===== src/rtl/mmio_fifo_pkg.sv =====
// mmio_fifo_pkg: shared constants and types for mmio_fifo_port.
//   The register map is decoded from addr[3:2]. This package also holds the
//   STATUS/CTRL bit positions and the packed STATUS word layout.
package mmio_fifo_pkg;

    // Register indices, taken from addr[3:2]
    localparam logic [1:0] REG_TXDATA = 2'd0;
    localparam logic [1:0] REG_RXDATA = 2'd1;
    localparam logic [1:0] REG_STATUS = 2'd2;
    localparam logic [1:0] REG_CTRL   = 2'd3;

    // CTRL bit positions
    localparam int unsigned CTRL_EN          = 0;
    localparam int unsigned CTRL_TX_FLUSH    = 1;
    localparam int unsigned CTRL_RX_FLUSH    = 2;
    localparam int unsigned CTRL_ERR_CLR     = 3;
    localparam int unsigned CTRL_TX_EMPTY_IE = 4;
    localparam int unsigned CTRL_RX_AVAIL_IE = 5;

    // STATUS bit positions
    localparam int unsigned STAT_TX_FULL      = 0;
    localparam int unsigned STAT_TX_EMPTY     = 1;
    localparam int unsigned STAT_RX_FULL      = 2;
    localparam int unsigned STAT_RX_EMPTY     = 3;
    localparam int unsigned STAT_TX_OVF       = 4;
    localparam int unsigned STAT_RX_UDF       = 5;
    localparam int unsigned STAT_TX_LEVEL_LSB = 8;
    localparam int unsigned STAT_RX_LEVEL_LSB = 16;

    // STATUS word, MSB first; reserved fields read 0
    typedef struct packed {
        logic [7:0] rsvd_hi;
        logic [7:0] rx_level;
        logic [7:0] tx_level;
        logic [1:0] rsvd_lo;
        logic       rx_udf;
        logic       tx_ovf;
        logic       rx_empty;
        logic       rx_full;
        logic       tx_empty;
        logic       tx_full;
    } status_t;

endpackage


===== src/rtl/mmio_fifo_port_sync_fifo.sv =====
// sync_fifo: single-clock FIFO with flush. It is used for both the TX and RX paths.
//   clk, rst        : clock, synchronous active-high reset
//   push, push_data : write one word (ignored when full or flushing)
//   pop, head_c     : drop the head word; head_c is the current head (combinational)
//   flush           : empty the FIFO in one cycle; it overrides push and pop
//   full, empty     : registered flags
//   level           : registered occupancy, 0..DEPTH
module sync_fifo #(
    parameter int unsigned WIDTH = 32,
    parameter int unsigned DEPTH = 8
) (
    input  logic                     clk,
    input  logic                     rst,
    input  logic                     push,
    input  logic [WIDTH-1:0]         push_data,
    input  logic                     pop,
    output logic [WIDTH-1:0]         head_c,
    input  logic                     flush,
    output logic                     full,
    output logic                     empty,
    output logic [$clog2(DEPTH):0]   level
);

    localparam int unsigned AW = $clog2(DEPTH);
    localparam int unsigned LW = AW + 1;

    logic [WIDTH-1:0] mem_q [DEPTH];
    logic [WIDTH-1:0] mem_d [DEPTH];
    logic [AW-1:0]    wr_ptr_q, wr_ptr_d;
    logic [AW-1:0]    rd_ptr_q, rd_ptr_d;
    logic [LW-1:0]    level_q, level_d;
    logic             full_q, full_d;
    logic             empty_q, empty_d;
    logic             do_push, do_pop;

    // Pointer/level update; DEPTH is a power of two, so pointers wrap naturally
    always_comb begin
        do_push  = push && !full_q && !flush;
        do_pop   = pop && !empty_q && !flush;
        wr_ptr_d = wr_ptr_q;
        rd_ptr_d = rd_ptr_q;
        level_d  = level_q;
        if (flush) begin
            wr_ptr_d = '0;
            rd_ptr_d = '0;
            level_d  = '0;
        end else begin
            if (do_push) wr_ptr_d = wr_ptr_q + AW'(1);
            if (do_pop)  rd_ptr_d = rd_ptr_q + AW'(1);
            level_d = level_q + LW'(do_push) - LW'(do_pop);
        end
        full_d  = (level_d == LW'(DEPTH));
        empty_d = (level_d == '0);
    end

    // Storage write
    always_comb begin
        mem_d = mem_q;
        if (do_push) mem_d[wr_ptr_q] = push_data;
    end

    always_ff @(posedge clk) begin
        mem_q <= mem_d;
    end

    always_ff @(posedge clk) begin
        if (rst) begin
            wr_ptr_q <= '0;
            rd_ptr_q <= '0;
            level_q  <= '0;
            full_q   <= 1'b0;
            empty_q  <= 1'b1;
        end else begin
            wr_ptr_q <= wr_ptr_d;
            rd_ptr_q <= rd_ptr_d;
            level_q  <= level_d;
            full_q   <= full_d;
            empty_q  <= empty_d;
        end
    end

    assign head_c = mem_q[rd_ptr_q];
    assign full   = full_q;
    assign empty  = empty_q;
    assign level  = level_q;

endmodule


===== src/rtl/mmio_fifo_port.sv =====
// mmio_fifo_port: MMIO register front-end. It connects to a TX stream FIFO and an RX stream FIFO.
//   clk, rst                 : clock, synchronous active-high reset
//   wr_en/addr/data/byteen   : MMIO write port (TXDATA push, CTRL)
//   rd_en/addr, rd_data      : MMIO read port; rd_data is registered and held
//   m_tdata/tvalid/tready    : TX stream out (head of the TX FIFO)
//   s_tdata/tvalid/tready    : RX stream in
//   irq                      : present only when MMIO_FIFO_IRQ_EN is defined
// Optional feature macro: MMIO_FIFO_IRQ_EN (interrupt output and CTRL[5:4] enables).
module mmio_fifo_port #(
    parameter int unsigned ADDR_WIDTH = 32,
    parameter int unsigned DATA_WIDTH = 32,
    parameter int unsigned FIFO_DEPTH = 8
) (
    input  logic                    clk,
    input  logic                    rst,
    input  logic                    wr_en,
    input  logic [ADDR_WIDTH-1:0]   wr_addr,
    input  logic [DATA_WIDTH-1:0]   wr_data,
    input  logic [DATA_WIDTH/8-1:0] wr_byteen,
    input  logic                    rd_en,
    input  logic [ADDR_WIDTH-1:0]   rd_addr,
    output logic [DATA_WIDTH-1:0]   rd_data,
    output logic [DATA_WIDTH-1:0]   m_tdata,
    output logic                    m_tvalid,
    input  logic                    m_tready,
    input  logic [DATA_WIDTH-1:0]   s_tdata,
    input  logic                    s_tvalid,
    output logic                    s_tready
`ifdef MMIO_FIFO_IRQ_EN
    ,
    output logic                    irq
`endif
);

    import mmio_fifo_pkg::*;

    localparam int unsigned NB = DATA_WIDTH / 8;
    localparam int unsigned LW = $clog2(FIFO_DEPTH) + 1;

    logic [1:0]            wr_idx, rd_idx;
    logic                  ctrl_wr, tx_flush, rx_flush, err_clr;
    logic                  tx_push_req, tx_push, tx_pop, tx_ovf_set;
    logic                  rx_pop_req, rx_pop, rx_push, rx_udf_set;
    logic [DATA_WIDTH-1:0] tx_wdata, tx_head, rx_head, ctrl_rd;
    logic                  tx_full, tx_empty, rx_full, rx_empty;
    logic [LW-1:0]         tx_level, rx_level;
    status_t               status;

    logic                  en_q, en_d;
    logic                  tx_ovf_q, tx_ovf_d;
    logic                  rx_udf_q, rx_udf_d;
    logic [DATA_WIDTH-1:0] rd_data_q, rd_data_d;
`ifdef MMIO_FIFO_IRQ_EN
    logic                  tx_empty_ie_q, tx_empty_ie_d;
    logic                  rx_avail_ie_q, rx_avail_ie_d;
    logic                  irq_q, irq_d;
`endif

    // Only addr[3:2] selects a register
    logic unused_addr;
    assign unused_addr = ^{wr_addr[ADDR_WIDTH-1:4], wr_addr[1:0],
                           rd_addr[ADDR_WIDTH-1:4], rd_addr[1:0]};
    assign wr_idx = wr_addr[3:2];
    assign rd_idx = rd_addr[3:2];

    // Decode, FIFO control, sticky errors and read mux
    always_comb begin
        ctrl_wr  = wr_en && (wr_idx == REG_CTRL) && wr_byteen[0];
        tx_flush = ctrl_wr && wr_data[CTRL_TX_FLUSH];
        rx_flush = ctrl_wr && wr_data[CTRL_RX_FLUSH];
        err_clr  = ctrl_wr && wr_data[CTRL_ERR_CLR];

        // The full check uses the start-of-cycle state; a pop in this cycle cannot free room.
        tx_push_req = wr_en && (wr_idx == REG_TXDATA) && (|wr_byteen);
        tx_push     = tx_push_req && !tx_full;
        tx_ovf_set  = tx_push_req && tx_full && !tx_flush;
        tx_pop      = m_tvalid && m_tready;

        rx_pop_req = rd_en && (rd_idx == REG_RXDATA);
        rx_pop     = rx_pop_req && !rx_empty;
        rx_udf_set = rx_pop_req && rx_empty;
        rx_push    = s_tvalid && s_tready;

        for (int unsigned i = 0; i < NB; i++) begin
            tx_wdata[i*8 +: 8] = wr_byteen[i] ? wr_data[i*8 +: 8] : 8'h00;
        end

        en_d     = ctrl_wr ? wr_data[CTRL_EN] : en_q;
        // A same-cycle set overrides the clear
        tx_ovf_d = (tx_ovf_q && !err_clr) || tx_ovf_set;
        rx_udf_d = (rx_udf_q && !err_clr) || rx_udf_set;

        status          = '0;
        status.tx_full  = tx_full;
        status.tx_empty = tx_empty;
        status.rx_full  = rx_full;
        status.rx_empty = rx_empty;
        status.tx_ovf   = tx_ovf_q;
        status.rx_udf   = rx_udf_q;
        status.tx_level = 8'(tx_level);
        status.rx_level = 8'(rx_level);

        ctrl_rd          = '0;
        ctrl_rd[CTRL_EN] = en_q;
`ifdef MMIO_FIFO_IRQ_EN
        ctrl_rd[CTRL_TX_EMPTY_IE] = tx_empty_ie_q;
        ctrl_rd[CTRL_RX_AVAIL_IE] = rx_avail_ie_q;
        tx_empty_ie_d = ctrl_wr ? wr_data[CTRL_TX_EMPTY_IE] : tx_empty_ie_q;
        rx_avail_ie_d = ctrl_wr ? wr_data[CTRL_RX_AVAIL_IE] : rx_avail_ie_q;
        irq_d = (tx_empty && tx_empty_ie_q) || (!rx_empty && rx_avail_ie_q)
                || tx_ovf_q || rx_udf_q;
`endif

        // rd_data holds its value between reads
        rd_data_d = rd_data_q;
        if (rd_en) begin
            case (rd_idx)
                REG_TXDATA: rd_data_d = '0;
                REG_RXDATA: rd_data_d = rx_empty ? '0 : rx_head;
                REG_STATUS: rd_data_d = DATA_WIDTH'(status);
                REG_CTRL:   rd_data_d = ctrl_rd;
            endcase
        end
    end

    always_ff @(posedge clk) begin
        if (rst) begin
            en_q      <= 1'b0;
            tx_ovf_q  <= 1'b0;
            rx_udf_q  <= 1'b0;
            rd_data_q <= '0;
`ifdef MMIO_FIFO_IRQ_EN
            tx_empty_ie_q <= 1'b0;
            rx_avail_ie_q <= 1'b0;
            irq_q         <= 1'b0;
`endif
        end else begin
            en_q      <= en_d;
            tx_ovf_q  <= tx_ovf_d;
            rx_udf_q  <= rx_udf_d;
            rd_data_q <= rd_data_d;
`ifdef MMIO_FIFO_IRQ_EN
            tx_empty_ie_q <= tx_empty_ie_d;
            rx_avail_ie_q <= rx_avail_ie_d;
            irq_q         <= irq_d;
`endif
        end
    end

    sync_fifo #(.WIDTH(DATA_WIDTH), .DEPTH(FIFO_DEPTH)) u_tx_fifo (
        .clk       (clk),
        .rst       (rst),
        .push      (tx_push),
        .push_data (tx_wdata),
        .pop       (tx_pop),
        .head_c    (tx_head),
        .flush     (tx_flush),
        .full      (tx_full),
        .empty     (tx_empty),
        .level     (tx_level)
    );

    sync_fifo #(.WIDTH(DATA_WIDTH), .DEPTH(FIFO_DEPTH)) u_rx_fifo (
        .clk       (clk),
        .rst       (rst),
        .push      (rx_push),
        .push_data (s_tdata),
        .pop       (rx_pop),
        .head_c    (rx_head),
        .flush     (rx_flush),
        .full      (rx_full),
        .empty     (rx_empty),
        .level     (rx_level)
    );

    assign rd_data  = rd_data_q;
    assign m_tdata  = tx_head;
    assign m_tvalid = en_q && !tx_empty;
    assign s_tready = en_q && !rx_full;
`ifdef MMIO_FIFO_IRQ_EN
    assign irq = irq_q;
`endif

endmodule

===== config.mk =====
export PLATFORM = sky130hd
export DESIGN_NAME = mmio_fifo_port
export DESIGN_NICKNAME = d
export VERILOG_FILES = /design/src/rtl/mmio_fifo_pkg.sv /design/src/rtl/mmio_fifo_port_sync_fifo.sv /design/src/rtl/mmio_fifo_port.sv
export SDC_FILE = /design/constraint.sdc
export NUM_CORES = 1
export LEC_CHECK = 0
export ABC_AREA = 0
export BUFFER_PORTS_ARGS = -buffer_cell sky130_fd_sc_hd__buf_4
export CAP_MARGIN = 20
export CELL_PAD_IN_SITES_DETAIL_PLACEMENT = 0
export CELL_PAD_IN_SITES_GLOBAL_PLACEMENT = 2
export CORE_UTILIZATION = 35
export CTS_CLUSTER_DIAMETER = 80
export CTS_CLUSTER_SIZE = 30
export DETAILED_ROUTE_END_ITERATION = 10
export GPL_TIMING_DRIVEN = 0
export PLACE_DENSITY_LB_ADDON = 0.1
export SYNTH_ARGS = -nofsm -noshare
export SYNTH_HDL_FRONTEND = slang
export SYNTH_SLANG_ARGS = --single-unit

===== constraint.sdc =====
create_clock -name clk -period 6.4 [get_ports clk]
set_clock_uncertainty 0.2 [all_clocks]
set_input_delay 1.28 -clock clk [delete_from_list [all_inputs] [get_ports clk]]
set_output_delay 1.28 -clock clk [all_outputs]
set_load 0.02 [all_outputs]

==> run metrics, run 1 <==
syn_area_per_cell 19.1 sq um; outcome finished, final reports clean; # rows 91; Post-CTS Setup Inserts 0; FMAX 0.230 GHz; DR DRC count 0; core outline area 62200 sq um; period utilisation layout 68.0%; pin slew with the least headroom to its limit approximately 1.1 ns; Routed WL per cell about 24 um; Area contributors post-synth edfxtp_1, mux4_2, dfxtp_1, mux2_2, o22ai_1; most common cell in the synthesized netlist edfxtp_1; Crit Reg-Reg Endpoint u_rx_fifo.mem_q[117]$_DFFE_PP_; VDD IR max about 0.22 mV; I/O pins between 200 and 250; Die W around 250 um; initial antenna violation count 4; Design Power 6.74 mW; IO buf count 143; pin count of the biggest net entering global routing 29; Final nets ~1.5k; CTS Sinks 571; Buf+Inv Stages, Crit Path 3; synth-to-layout area growth 16.9%; die span in y 254 um; r2r worst-path depth 7; DR vias/cell 4.99; Root Buffer clkbuf_16; final setup fails 0; Worst Hold End rd_data[25]$_SDFFE_PP0P_; Worst slew margin a little under 30%; Hold-fix buffers, CTS 0; post-route ant nets 0; cell area power density 260 nW/um^2; Critical Path End Type output port; Req. time, crit path 4.92 ns; Synth Register Bits 571; total CTS buffers 31; Critical R2R Launch en_q$_SDFFE_PP0N_; vias after detailed routing 11.1k; Primary FF master, synth edfxtp_1; HPWL after detailed placement 35900 um; CTS resizes 0; grt ovf 0; Reg clk slew, reported paths 0.10 ns; crit-path cells buf_2 > clkbuf_1 > mux4_2 > mux2_2 > buf_4; Iteration-0 DRC Markers 683; Hold WC Path Type reg2reg; first-pass GRT wire length 79000 um; Max Cap Viol 0; R2R setup slack 3.31 ns; Hold Crit Depth 2; post-synthesis cell type count 47; Hold Vio Cnt, Final 0; CTS tree done; Data arrival, critical path 2.87 ns; Worst Min Path Start rd_data[25]$_SDFFE_PP0P_; kind of start point of the critical path register; Setup Crit Path Kind reg2out; sequential area share after synthesis 74.7%; DRT Wirelength between 50000 and 60000 um; slowest stage delay, CP around 0.68 ns; H-tree lvl count 1; final setup TNS 0 ns; share of the synthesized area in the top cell type 69.4%; clock tree buffer depth 3; Leak 8.30 nW; CP delay by family, top buffers and inverters; Post-synth EDFFs 512; dominant cell type by area after synthesis edfxtp_1; Critical-path top delay cell clkbuf_1; minimum clock period 4.35 ns; initial core utilization around 36%; Die ar. 64300 sq um; 1st-pass router iterations 4; share of layout cells above drive strength 1 33.8%; Mapped Nets 1310; Routability Congestion a little over 0.7; ys async rst share 0%; Place WS about 1.9 ns; top cells by count, synth edfxtp_1, mux2_2, mux4_2, dfxtp_1, nor2_1; vias in the first global route about 11k; antenna cells 0; Syn Inst Count ~1.2k; Final Slew Violations 0; RSZ-0062 raised after global routing false; fin worst setup slack 2.05 ns; maximum fanout along the worst path 10; synth warn 0; Mapped Area 22200 sq um; Clock Latency Late Sink slightly above 0.6 ns; Total GRT Usage 17.0%
## state kept, by name (all words and copies together) (netlist names)
| name | flops |
|---|---|
| u_tx_fifo.rd_ptr_q | 3 |
| tx_ovf_q | 1 |
| u_tx_fifo.level | 4 |
| rd_data | 32 |
| u_tx_fifo.empty | 1 |
| u_rx_fifo.rd_ptr_q | 3 |
| u_rx_fifo.empty | 1 |
| u_rx_fifo.mem_q | 256 |
| u_tx_fifo.mem_q | 256 |
| u_rx_fifo.level | 4 |
| en_q | 1 |
| u_tx_fifo.full | 1 |
| u_tx_fifo.wr_ptr_q | 3 |
| u_rx_fifo.full | 1 |
| rx_udf_q | 1 |
| u_rx_fifo.wr_ptr_q | 3 |
## cell usage in the layout (no fill, tap or decap), types with 10 or more instances in the layout
cell       instances
a31oi_1           14
nor2_1            40
dfxtp_1           59
o22ai_1           33
buf_12            11
nor2_4            12
clkbuf_1          29
and2_1            30
nor2b_1           28
inv_1             19
nand2_1           27
edfxtp_1         512
a21oi_1           15
clkbuf_16         31
buf_2             17
o32ai_1           13
mux2_2            97
buf_4            164
o31ai_1           21
ha_1              12
mux4_2            96
buf_6             10
## worst register-to-register path, cell delays in order, from the launching register on
cell and delay, ns:
dfxtp_1 0.32, clkbuf_1 0.28, and3b_1 0.30, o211ai_1 0.34, nor3_2 0.78, buf_6 0.27, buf_6 0.17, buf_6 0.15
## layer usage
metal  routed length (um)  global-route usage, %  part of all wire [%]
met5                   54                      0                  0.10
met2                27300                   29.6                    50
met4                  833                   3.08                   1.5
met3                 1990                   2.51                   3.7
met1                24100                   22.8                    44
## where the power goes
| group | total, mW | switching, mW | internal [mW] |
|---|---|---|---|
| registers | 4.11 | 0.0269 | 4.08 |
| logic | 0.304 | 0.176 | 0.127 |
| clock network | 2.33 | 1.32 | 1.00 |
## layout make-up
type | count | area [sq um]
Tap cell | 837 | 1050
Clock inverter | 24 | 300
Timing Repair Buffer | 175 | 1510
Sequential cell | 571 | 16600
Fill cell | 5625 | 36300
Inverter | 19 | 71.3
Buffer | 57 | 280
Multi-Input combinational cell | 511 | 5370
Clock buffer | 32 | 779
## cells by family after synthesis
logic type	count (synthesis)	share of synthesized area (%)
multiplexers	196	14.8
AO/OA/AOI/OAI	108	3.23
adder cells (fa/ha/maj)	14	0.858
buffers and inverters	76	1.59
AND/OR/NAND/NOR	184	4.44
XOR/XNOR	9	0.356
flip-flops	571	74.7
## worst max path at each step
stage	from	endpoint	cells past startpoint
floorplan	wr_addr[3]	u_tx_fifo.mem_q[224]$_DFFE_PP_	3
global placement	wr_byteen[1]	u_tx_fifo.mem_q[237]$_DFFE_PP_	4
detailed placement	wr_byteen[0]	u_rx_fifo.full$_SDFF_PP0_	12
CTS	u_tx_fifo.rd_ptr_q[1]$_SDFFE_PP0P_	m_tdata[0]	5
global route	u_tx_fifo.rd_ptr_q[1]$_SDFFE_PP0P_	m_tdata[0]	5
finish	u_tx_fifo.rd_ptr_q[1]$_SDFFE_PP0P_	m_tdata[0]	5
## stage by stage
stage	hold slack, ns	instance area (sq um)	util (%)	std cells
global placement	0.255	24300	39.1	2138
detailed placement	0.255	24800	39.9	2170
global route	0.292	25900	41.7	2226
floorplan	0.250	22200	-	1158
CTS	0.275	25900	41.7	2226
finish	0.272	25900	41.7	2226
No activity file was read; power rests on OpenSTA's default activity.
==> run 2, diff against run 1 <==
==> constraint.sdc (replaced) <==
create_clock -name clk -period 4.2 [get_ports clk]
set_clock_uncertainty 0.2 [all_clocks]
set_input_delay 0.84 -clock clk [delete_from_list [all_inputs] [get_ports clk]]
set_output_delay 0.84 -clock clk [all_outputs]
set_load 0.02 [all_outputs]
==> run metrics, run 2 (same netlist as run 1, synthesis figures left out) <==
pin count of the biggest net entering global routing 31 (was 29); fin worst setup slack 0.246 ns (was 2.05 ns); Clock Power Share 35.1% (was 34.5%); slowest stage delay, CP 0.72 ns (was 0.68 ns); DRT Wirelength 53700 um (was 54200 um); I/O pins 204 (unchanged); H-tree lvl count 1 (unchanged); IO buf count 143 (unchanged); die span in y 254 um (unchanged); DR DRC count 0 (unchanged); CTS tree done (unchanged); Reg clk slew, reported paths 0.11 ns (was 0.10 ns); first-pass GRT wire length 78900 um (was 79000 um); Leak 8.29 nW (was 8.30 nW); sw frac 23.0% (was 22.6%); r2r worst-path depth 7 (unchanged); FMAX 0.253 GHz; crit-path cells buf_2 > clkbuf_1 > mux4_2 > mux2_2 > buf_4 (unchanged); CTS Sinks 571 (unchanged); Setup Crit Path Kind reg2out (unchanged); Routed WL per cell 24.2 um (was 24.4 um); Req. time, crit path 3.16 ns (was 4.92 ns); minimum clock period around 4.0 ns; final setup fails 0 (unchanged); initial core utilization 35.6% (unchanged); vias after detailed routing 11.0k (was 11.1k); Routability Congestion 0.706 (was 0.708); cell area power density 399 nW/um^2 (was 260 nW/um^2); # rows 91 (unchanged); commonest non-fill, non-tap cell in the layout edfxtp_1 (unchanged); combinational group share of total power 4.5% (about the same); share of layout cells above drive strength 1 33.5% (was 33.8%); Critical R2R Launch en_q$_SDFFE_PP0N_ (unchanged); Clock Latency Late Sink 0.62 ns (about the same); 1st-pass router iterations 5 (was 4); Data arrival, critical path 2.91 ns (was 2.87 ns); Buf+Inv Stages, Crit Path 3 (unchanged); CTS resizes 0 (unchanged); Worst Min Path Start s_tdata[0] (was rd_data[25]$_SDFFE_PP0P_); Final Core Density 41.8% (was 41.7%); initial antenna violation count 3 (was 4); post-route ant nets 0 (unchanged); Post-DP Area 24800 sq um (about the same); Final Slew Violations 0 (unchanged); Seq pwr share 60.5% (was 61.0%); Place WS 0.194 ns (was 1.90 ns); Crit Reg-Reg Endpoint u_rx_fifo.mem_q[127]$_DFFE_PP_ (was u_rx_fifo.mem_q[117]$_DFFE_PP_); VDD IR max 0.325 mV (was 0.221 mV); Hold Vio Cnt, Final 0 (unchanged); Critical-path top delay cell clkbuf_1 (unchanged); Die ar. 64300 sq um (unchanged); DR vias/cell 4.96 (was 4.99); Hold-fix buffers, CTS 0 (unchanged); core outline area 62200 sq um (unchanged); vias in the first global route 11.7k (was 11.5k); Die W 254 um (unchanged); HPWL after detailed placement 35500 um (was 35900 um); Max Cap Viol 0 (unchanged); Critical Path End Type output port (unchanged); Iteration-0 DRC Markers 642 (was 683); clock tree buffer depth 3 (unchanged); Int Pwr 7.98 mW (was 5.22 mW); pin slew with the least headroom to its limit 1.03 ns (was 1.06 ns); CP delay by family, top buffers and inverters (unchanged); fin area 26000 sq um (was 25900 sq um); final setup TNS 0 ns (unchanged); kind of start point of the critical path register (unchanged); Worst slew margin 30.6% (was 28.9%); Setup crit start u_tx_fifo.rd_ptr_q[1]$_SDFFE_PP0P_ (unchanged); Total GRT Usage 17.0% (about the same); period utilisation layout 94.1%; most frequent cells in the layout edfxtp_1, buf_4, mux2_2, mux4_2, dfxtp_1 (unchanged); maximum fanout along the worst path 10 (unchanged); Design Power 10.4 mW (was 6.74 mW); CP Depth 5 (unchanged); Hold WC Path Type in2reg (was reg2reg); total CTS buffers 31 (unchanged); grt ovf 0 (unchanged); R2R setup slack 1.27 ns (was 3.31 ns); Final nets 1511 (was 1518); Switch Pwr 2.38 mW (was 1.53 mW); Critical Path Sink m_tdata[30] (was m_tdata[0]); Root Buffer clkbuf_16 (unchanged); antenna cells 0 (unchanged); Post-CTS Setup Inserts 0 (unchanged); RSZ-0062 raised after global routing false (unchanged); outcome finished, final reports clean (unchanged); synth-to-layout area growth 17.2% (was 16.9%)
run 2: changes by cell type in the layout (fill, tap and decap cells not counted), sizes merged:
| cell | before | now |
|---|---|---|
| buf | 204 | 197 |
| clkinv | 10 | 8 |
| inv | 30 | 31 |
run 2: how the worst min path moves through the flow:
stage	endpoint	depth (start not counted)
after global placement	rd_data[20]$_SDFFE_PP0P_	2
after floorplan	rx_udf_q$_SDFF_PP0_	2
after CTS	u_rx_fifo.mem_q[32]$_DFFE_PP_	1
after detailed placement	rd_data[20]$_SDFFE_PP0P_	2
after global routing	u_rx_fifo.mem_q[10]$_DFFE_PP_	1
final	u_rx_fifo.mem_q[64]$_DFFE_PP_	1
run 2: area by class of cell:
cell class / instances / area, sq um
clock buffers: 32 / 779
flip-flops and latches: 571 / 16600
multi-input cells: 511 / 5390
fillers: 5638 / 36200
inverters: 19 / 71.3
well taps: 837 / 1050
clock inverters: 23 / 349
repair buffers: 168 / 1500
plain buffers: 57 / 280
run 2: power by group through the flow:
stage | Combinational, mW | Clock [mW] | Sequential (mW)
6_report | 0.462 | 3.63 | 6.26
4_1_cts | 0.472 | 3.76 | 6.27
2_1_floorplan | 0.236 | 0 | 6.39
3_3_place_gp | 0.453 | 0 | 6.40
3_5_place_dp | 0.471 | 0 | 6.40
5_1_grt | 0.510 | 3.93 | 6.27
run 2: layer usage:
layer  track usage (%)  vias to the layer above  share of wire [%]
met1              22.4                     5752                 44
met3              2.31                       53                3.6
met4              3.53                        6                1.7
met5                 0                        -              0.063
met2              29.7                      165                 51
li1                  -                     5032                  -
run 2: through the flow:
stage,cells,hold slack (ns)
CTS,2218,0.201
finish,2218,0.248
global placement,2138,0.257
detailed placement,2163,0.252
floorplan,1158,0.250
global route,2218,0.217
==> run 3, diff against run 2 <==
--- a/config.mk
+++ b/config.mk
@@ -15,7 +15,7 @@
 export CTS_CLUSTER_SIZE = 30
 export DETAILED_ROUTE_END_ITERATION = 10
 export GPL_TIMING_DRIVEN = 0
-export PLACE_DENSITY_LB_ADDON = 0.1
+export PLACE_DENSITY_LB_ADDON = 0.15
 export SYNTH_ARGS = -nofsm -noshare
 export SYNTH_HDL_FRONTEND = slang
 export SYNTH_SLANG_ARGS = --single-unit
==> run metrics, run 3 (same netlist as run 1, synthesis figures left out) <==
outcome finished, final reports clean (unchanged); most frequent cells in the layout edfxtp_1, buf_4, mux2_2, mux4_2, dfxtp_1 (unchanged); # rows 91 (unchanged); 1st-pass router iterations 5 (unchanged); HPWL after detailed placement 36000 um (was 35500 um); Total GRT Usage 17.3% (was 17.0%); die span in y 254 um (unchanged); Hold Vio Cnt, Final 0 (unchanged); RSZ-0062 raised after global routing false (unchanged); initial core utilization 35.6% (unchanged); total CTS buffers 31 (unchanged); multi-input logic area 5390 sq um (unchanged); clock tree buffer depth 3 (unchanged); Max Cap Viol 0 (unchanged); pin slew with the least headroom to its limit 1.07 ns (was 1.03 ns); maximum fanout along the worst path 10 (unchanged); IO buf count 143 (unchanged); vias after detailed routing 11.2k (was 11.0k); Die W 254 um (unchanged); Sequential cell area 16600 sq um (unchanged); minimum clock period 3.90 ns (was 3.95 ns); initial antenna violation count 3 (unchanged); grt ovf 0 (unchanged); post-route ant nets 0 (unchanged); I/O pins 204 (unchanged); Routed WL per cell 24.8 um (was 24.2 um); Root Buffer clkbuf_16 (unchanged); commonest non-fill, non-tap cell in the layout edfxtp_1 (unchanged); Reg clk slew, reported paths 0.11 ns (about the same); DR vias/cell 5.03 (was 4.96); Post-CTS Setup Inserts 0 (unchanged); CTS tree done (unchanged); Routability Congestion 0.705 (was 0.706); metal3 WL 1780 um (was 1930 um); Critical Path End Type output port (unchanged); Critical-path top delay cell clkbuf_1 (unchanged); CP delay by family, top buffers and inverters (unchanged); Hold WC Path Type in2reg (unchanged); share of layout cells above drive strength 1 33.7% (was 33.5%); cell area power density 396 nW/um^2 (was 399 nW/um^2); DRT met1 WL 24300 um (was 23600 um); Worst slew margin 28.5% (was 30.6%); Hold Slack 0.245 ns (was 0.248 ns); Fill cells 5658 (was 5638); Leak 8.28 nW (was 8.29 nW); synth-to-layout area growth 17.0% (was 17.2%); fin area 25900 sq um (was 26000 sq um); Req. time, crit path 3.16 ns (about the same); DR DRC count 0 (unchanged); pin count of the biggest net entering global routing 29 (was 31); top layer in use met5 (unchanged); crit-path cells buf_2 > clkbuf_1 > mux4_2 > mux2_2 > buf_4 (unchanged); core outline area 62200 sq um (unchanged); FMAX 0.256 GHz (was 0.253 GHz); CTS resizes 0 (unchanged); final setup fails 0 (unchanged); Setup Crit Path Kind reg2out (unchanged); VDD IR max 0.297 mV (was 0.325 mV); Post-DP Area 24900 sq um (was 24800 sq um); Final Core Density 41.7% (was 41.8%); Clock Latency Late Sink 0.62 ns (about the same); CTS Sinks 571 (unchanged); Die ar. 64300 sq um (unchanged); Final nets 1513 (was 1511); slowest stage delay, CP 0.70 ns (was 0.72 ns); H-tree lvl count 1 (unchanged); Routed met2 length 28100 um (was 27200 um); DRT Wirelength 55100 um (was 53700 um); Hold-fix buffers, CTS 0 (unchanged); Data arrival, critical path 2.86 ns (was 2.91 ns); vias in the first global route 11.8k (was 11.7k); Buf+Inv Stages, Crit Path 3 (unchanged); Iteration-0 DRC Markers 812 (was 642); first-pass GRT wire length 80700 um (was 78900 um); kind of start point of the critical path register (unchanged); period utilisation layout 92.9% (was 94.1%); antenna cells 0 (unchanged); Final Slew Violations 0 (unchanged)
[run 3: changes by cell type in the layout (fill, tap and decap cells not counted), moves of 2 or more]
cell	before	now
clkinv_8	4	0
clkinv_4	0	3
clkbuf_8	0	2
clkinv_16	3	1
inv_8	2	4
[run 3: routing by layer]
metal	GRT usage [%]	vias up
met1	22.9	5891
met5	0	-
met4	2.87	6
met2	30.7	174
li1	-	5050
met3	2.40	56
[run 3: where the power goes]
part           internal, mW  switching [mW]  leakage, nW
clock                  1.51            2.02        0.516
combinational         0.195           0.271         2.64
sequential             6.22          0.0420         5.12
[run 3: worst paths after layout]
| path | cells past startpoint | end | start | slack (ns) |
|---|---|---|---|---|
| max | 5 | m_tdata[22] | u_tx_fifo.rd_ptr_q[1]$_SDFFE_PP0P_ | 0.30 |
| min | 1 | u_rx_fifo.mem_q[74]$_DFFE_PP_ | s_tdata[10] | 0.24 |
| max reg2reg | 6 | u_rx_fifo.mem_q[110]$_DFFE_PP_ | en_q$_SDFFE_PP0N_ | 1.39 |
| min reg2reg | 2 | rd_data[27]$_SDFFE_PP0P_ | rd_data[27]$_SDFFE_PP0P_ | 0.27 |
[run 3: cell type report]
cell class | count | area share (%)
Buffer | 57 | 1.08
Clock buffer | 34 | 3.11
Clock inverter | 22 | 0.989
Inverter | 19 | 0.275
Multi-Input combinational cell | 511 | 20.8
Sequential cell | 571 | 63.9
Tap cell | 837 | 4.04
Timing Repair Buffer | 170 | 5.84
[run 3: through the flow]
stage	setup TNS (ns)	total power [mW]	worst slack (ns)	cells
final	0	10.3	0.300	2221
after global routing	0	10.6	0.126	2221
after CTS	0	10.4	0.180	2221
after detailed placement	0	6.87	0.241	2165
after global placement	-763.85	6.85	-3.28	2138
after floorplan	0	6.62	0.0653	1158
